## src/rtl/hazard_pkg.sv

```systemverilog
// rtl/hazard_pkg.sv - shared types and constants for the hazard controller
package hazard_pkg;

    typedef enum logic {
        IDLE    = 1'b0,
        MD_BUSY = 1'b1
    } md_state_e;

    localparam int MUL_CYCLES_DEF = 4;
    localparam int DIV_CYCLES_DEF = 32;

    localparam logic [4:0] REG_ZERO = 5'd0;

endpackage

```

## src/rtl/hazard_ctrl_muldiv_occupancy.sv

```systemverilog
// rtl/hazard_ctrl_muldiv_occupancy.sv - mul/div unit occupancy FSM and down-counter
module muldiv_occupancy
    import hazard_pkg::*;
#(
    parameter int MUL_CYCLES = MUL_CYCLES_DEF,
    parameter int DIV_CYCLES = DIV_CYCLES_DEF,
    parameter int CNT_W      = 6
) (
    input  logic clk,
    input  logic reset,
    input  logic start,
    input  logic is_div,
    output logic busy
);

    md_state_e        state_q, state_d;
    logic [CNT_W-1:0] cnt_q, cnt_d;

    always_ff @(posedge clk) begin
        if (reset) begin
            state_q <= IDLE;
            cnt_q   <= '0;
        end else begin
            state_q <= state_d;
            cnt_q   <= cnt_d;
        end
    end

    always_comb begin
        state_d = state_q;
        cnt_d   = cnt_q;
        case (state_q)
            IDLE: begin
                if (start) begin
                    cnt_d   = is_div ? CNT_W'(DIV_CYCLES) : CNT_W'(MUL_CYCLES);
                    state_d = MD_BUSY;
                end
            end
            MD_BUSY: begin
                cnt_d = cnt_q - CNT_W'(1);
                if (cnt_q == CNT_W'(1)) begin
                    state_d = IDLE;
                end
            end
            default: begin
                state_d = IDLE;
                cnt_d   = '0;
            end
        endcase
    end

    assign busy = (state_q == MD_BUSY);

endmodule

```

## src/rtl/hazard_ctrl.sv

```systemverilog
// rtl/hazard_ctrl.sv - IF/ID stall/flush control; HAZARD_MULDIV_EN builds the mul/div interlock
module hazard_ctrl
    import hazard_pkg::*;
#(
    parameter int MUL_CYCLES = MUL_CYCLES_DEF,
    parameter int DIV_CYCLES = DIV_CYCLES_DEF,
    parameter int CNT_W      = 6
) (
    input  logic       clk,
    input  logic       reset,
    input  logic [4:0] IDRs,
    input  logic [4:0] IDRt,
    input  logic       IDUsesRt,
    input  logic [4:0] IDEXRt,
    input  logic       IDEXMemRd,
    input  logic       IDIsMulDiv,
    input  logic       IDIsDiv,
    input  logic       IDReadsHiLo,
    input  logic       BranchTaken,
    output logic       PCWrite,
    output logic       IFIDWrite,
    output logic       IFIDFlush,
    output logic       IDEXFlush,
    output logic       MulDivStart,
    output logic       MulDivBusy
);

    logic lu_stall;
    logic md_stall;
    logic stall;

    assign lu_stall = IDEXMemRd && (IDEXRt != REG_ZERO) &&
                      ((IDEXRt == IDRs) || (IDUsesRt && (IDEXRt == IDRt)));

`ifdef HAZARD_MULDIV_EN
    assign md_stall = MulDivBusy && (IDReadsHiLo || IDIsMulDiv);

    muldiv_occupancy #(
        .MUL_CYCLES (MUL_CYCLES),
        .DIV_CYCLES (DIV_CYCLES),
        .CNT_W      (CNT_W)
    ) u_occupancy (
        .clk    (clk),
        .reset  (reset),
        .start  (MulDivStart),
        .is_div (IDIsDiv),
        .busy   (MulDivBusy)
    );
`else
    localparam int unused_cfg = MUL_CYCLES + DIV_CYCLES + CNT_W;
    logic unused_in;
    assign unused_in  = &{1'b0, clk, IDIsDiv, IDReadsHiLo};
    assign md_stall   = 1'b0;
    assign MulDivBusy = 1'b0;
`endif

    // Reset forces the free-running "advance" encoding so the PC is not frozen.
    assign stall = !reset && (lu_stall || md_stall);

    always_comb begin
        PCWrite     = 1'b1;
        IFIDWrite   = 1'b1;
        IFIDFlush   = 1'b0;
        IDEXFlush   = 1'b0;
        MulDivStart = 1'b0;
        if (!reset) begin
            if (stall) begin
                PCWrite   = 1'b0;
                IFIDWrite = 1'b0;
                IDEXFlush = 1'b1;
            end else if (BranchTaken) begin
                IFIDFlush = 1'b1;
            end
            MulDivStart = IDIsMulDiv && !stall;
        end
    end

endmodule

```

## config.mk

```make
export PLATFORM = sky130hd
export DESIGN_NAME = hazard_ctrl
export DESIGN_NICKNAME = d
export VERILOG_FILES = /design/src/rtl/hazard_pkg.sv /design/src/rtl/hazard_ctrl_muldiv_occupancy.sv /design/src/rtl/hazard_ctrl.sv
export SDC_FILE = /design/constraint.sdc
export NUM_CORES = 1
export LEC_CHECK = 0
export BUFFER_PORTS_ARGS = -buffer_cell sky130_fd_sc_hd__buf_2
export CAP_MARGIN = 20
export CORE_AREA = 3 3 40 42
export DETAILED_ROUTE_END_ITERATION = 12
export DIE_AREA = 0 0 43 45
export GPL_ROUTABILITY_DRIVEN = 0
export SLEW_MARGIN = 20
export SYNTH_ARGS = -nofsm -noshare
export SYNTH_HDL_FRONTEND = slang
export SYNTH_SLANG_ARGS = --single-unit
```

## constraint.sdc

```tcl
create_clock -name vclk -period 1.2
set_clock_uncertainty 0.05 [all_clocks]
set_input_delay 0.06 -clock vclk [all_inputs]
set_output_delay 0.06 -clock vclk [all_outputs]
set_load 0.005 [all_outputs]
```

; Word-level counts from Yosys, hierarchy flattened
; Cells that the tools add are included.
[classes]
n_mux = 8
n_eq_ne = 2
n_reduce_logical = 9
[ops]
columns = op, count
row1 = 5-bit == test, 2
row2 = 1-bit two-way mux, 8
row3 = 1-bit logical AND, 5
row4 = 5-bit nonzero test, 1
row5 = 1-bit logical NOT, 2
row6 = 1-bit logical OR, 1
[totals]
in_bits = 23
ff_bits = 0
elab_cells = 19

; Logic depth before layout (Yosys ltp)
[depth]
word_depth = 8
ltp_mapped = 5
mapped_depth_nobuf = 4

; Least setup slack after synthesis
; No wires, ideal clock.
[synth_timing]
path_type = input -> output
start = input port IDEXRt[1]
end = output port PCWrite
n_path_buf = 1
stages = 4
arrival_ns = 0.999
setup_slack_ns = 0.091
cell_sequence = or4_1 -> o21a_1 -> nand3b_1 -> buf_4
[synth_between]
elab_chain_cells = 7
[synth_lines]
columns = element, line
row1 = "start, declared", hazard_ctrl.sv:14  ; input logic [4:0] IDEXRt,
row2 = 5-bit == test, hazard_ctrl.sv:33  ; ((IDEXRt == IDRs) || (IDUsesRt && (IDEXRt == IDRt)));
row3 = 1-bit logical AND, hazard_ctrl.sv:33
row4 = 1-bit logical OR, hazard_ctrl.sv:33
row5 = 1-bit logical AND *, hazard_ctrl.sv:32  ; assign lu_stall = IDEXMemRd && (IDEXRt != REG_ZERO) &&
row6 = 1-bit logical AND *, hazard_ctrl.sv:58  ; assign stall = !reset && (lu_stall || md_stall);
row7 = 1-bit two-way mux * (2 in series), -
row8 = "end, declared", hazard_ctrl.sv:20  ; output logic PCWrite,
; Every way passes the cells marked *; elsewhere a longest branch is shown, timed or not.

; Final worst setup path
[layout_timing]
start = input port IDEXRt[4]
end = output port IDEXFlush
[layout_between]
elab_chain_cells = 7
[layout_lines]
columns = element, line
row1 = 5-bit == test, hazard_ctrl.sv:33
row2 = 1-bit logical AND, hazard_ctrl.sv:33
row3 = 1-bit logical OR, hazard_ctrl.sv:33
row4 = 1-bit logical AND *, hazard_ctrl.sv:32
row5 = 1-bit logical AND *, hazard_ctrl.sv:58
row6 = 1-bit two-way mux *, hazard_ctrl.sv:67  ; if (stall) begin
row7 = 1-bit two-way mux *, hazard_ctrl.sv:66  ; if (!reset) begin
row8 = "end, declared", hazard_ctrl.sv:23  ; output logic IDEXFlush,
; Marked as above.

==> metrics.txt <==
Design Power 0.000115 W; grt ovf 0; Hold Fails Final Rpt 0; Critical Path Fanout Max 4; register area share after synthesis 0; clock share of power 0; min-delay src BranchTaken; most frequent cells in the layout 23 x buf_2, 10 x xnor2_1, 4 x buf_4; Internal 0.0000712 W; First DRT Iteration DRCs 0; register share of total power 0; layout cells sized above 1 0.585; status finished with violations; DRC Markers 0; cts hold-fix bufs 0; Layout clock buffers 0; PD cells about 310 nW/um^2; RSZ-0062 raised after global routing true; critical path's slowest cell or4_4; gr usage total 0.0547; Hold WS about 370 ps; Post-DRT Antenna Nets 0; Layout fillers 149; fin util 0.285; number of global-route vias before repair approximately 220; Crit. End Element output pin; via/cell ratio around 3.8; Fmax ~790 MHz; combinational share of power 1.000; Distinct cells, synth 13; fin nets a little under 80; Hold/Removal Path Class input pin to output pin; met2 usage 0.105; Mapped Area between 150 and 200 sq um; io pins 29; Max-Cap Viols 0; largest net degree at the start of global routing 5; M3 GR Usage 0.00398; setup ws final -71.3 ps; Die Y-Extent 45 um; Port Buffers 25; Synth Area per Inst 7.12 sq um; DRT Pass-1 Iters 1; Die ar. around 1900 sq um; first-pass GRT wire length between 800 and 900 um; die span in x ~43 um; setup_tns -154 ps; P_leak between 0.15 and 0.2 nW; commonest non-fill, non-tap cell in the layout buf_2; crit-path cells buf_6 > or4_4 > o21a_1 > and3b_1 > buf_2; cell row count 13; failing checks setup timing; Antenna Cells 0; area grow syn2layout 98.0%; Hold Crit Endpoint IFIDFlush; critical path launch point type input pin; ratio of final minimum period to clock period 1.06; Post-Synthesis Cells 26; Psw 0.0000434 W; Seq cells 0; busiest grt layer met2; core area around 1300 sq um; yosys synthesis warning count 0; final WL around 570 um; worst slack at placement -110 ps; wire per inst between 8 and 9 um; CP Data Arrival Time between 1000 and 1500 ps; Max Slew Vio Count 0; fin crit period between 1000 and 1500 ps; WHS Path Cells 4; max incr delay on CP roughly 510 ps; syn_nets 49; initial antenna violation count 0; Worst EP required roughly 1100 ps; Vias between 200 and 300; final setup violation count 5; starting density of the core 0.144; M1 GR Usage 0.0714; Max VDD drop approximately 0.00012 V; sequential cell area 0 sq um; switching share of power 0.379; Worst Path Class, Setup input pin to output pin
final cells by class:
class              instances  area [sq um]  share of cell area
well taps                 15          18.8              0.0512
repair buffers            29           168               0.457
multi-input cells         24           180               0.491
routing by layer:
layer,vias up,part of all wire,wire length [um]
met3,0,0.14,77
li1,141,-,-
met4,0,0,0
met2,15,0.47,267
met1,99,0.40,225
met5,-,0,0
stage by stage:
step,std cells,cell area [sq um]
detailed placement,68,344
global placement,68,344
global route,68,367
finish,68,367
floorplan,26,185
CTS,68,354
worst max path at each step:
stage | start | end | slack, ps | cells past startpoint
6_report | IDEXRt[4] | IDEXFlush | -70 | 5
5_1_grt | IDEXRt[4] | IDEXFlush | -100 | 5
4_1_cts | IDEXRt[2] | IDEXFlush | -90 | 5
3_5_place_dp | IDEXRt[1] | IDEXFlush | -110 | 5
3_3_place_gp | IDEXRt[1] | IDEXFlush | -90 | 5
2_1_floorplan | IDEXRt[1] | PCWrite | 90 | 4
cell usage after synthesis:
library cell	number	share of area
xnor2_1	10	0.47
a21oi_1	2	0.054
buf_4	2	0.081
nand2_1	2	0.041
nand2b_1	2	0.068
and3b_1	1	0.047
conb_1	1	0.020
nand3_1	1	0.027
nand3b_1	1	0.041
nand4_1	1	0.034
o21a_1	1	0.041
o22ai_1	1	0.034
or4_1	1	0.041
timing repair:
| action | in CTS | in global routing |
|---|---|---|
| pin swaps | 4 | 4 |
| buffers inserted | 0 | 0 |
| setup endpoints to repair | 5 | 5 |
| resized for setup | 2 | 2 |
power groups by stage:
stage / logic (W) / registers, W / clock network, W
2_1_floorplan: 0.0000499 / 0 / 0
4_1_cts: 0.000112 / 0 / 0
5_1_grt: 0.000127 / 0 / 0
3_3_place_gp: 0.000107 / 0 / 0
6_report: 0.000115 / 0 / 0
3_5_place_dp: 0.000108 / 0 / 0
logic make-up (layout without fill, tap and decap cells):
logic type / count (synthesis) / after routing / synth area share
xor gates and xnor gates: 10 / 10 / 0.473
buffers and inverters: 2 / 29 / 0.0811
AOI/OAI and AO/OA: 4 / 4 / 0.128
other: 1 / 1 / 0.0203
and+or+nand+nor: 9 / 9 / 0.297
worst max-delay path, delay by kind of cell:
kind / cells / cell delay, ps
AND/OR/NAND/NOR: 2 / 670
buffers and inverters: 2 / 210
AO/OA/AOI/OAI: 1 / 210
No activity file was read; power rests on OpenSTA's default activity.
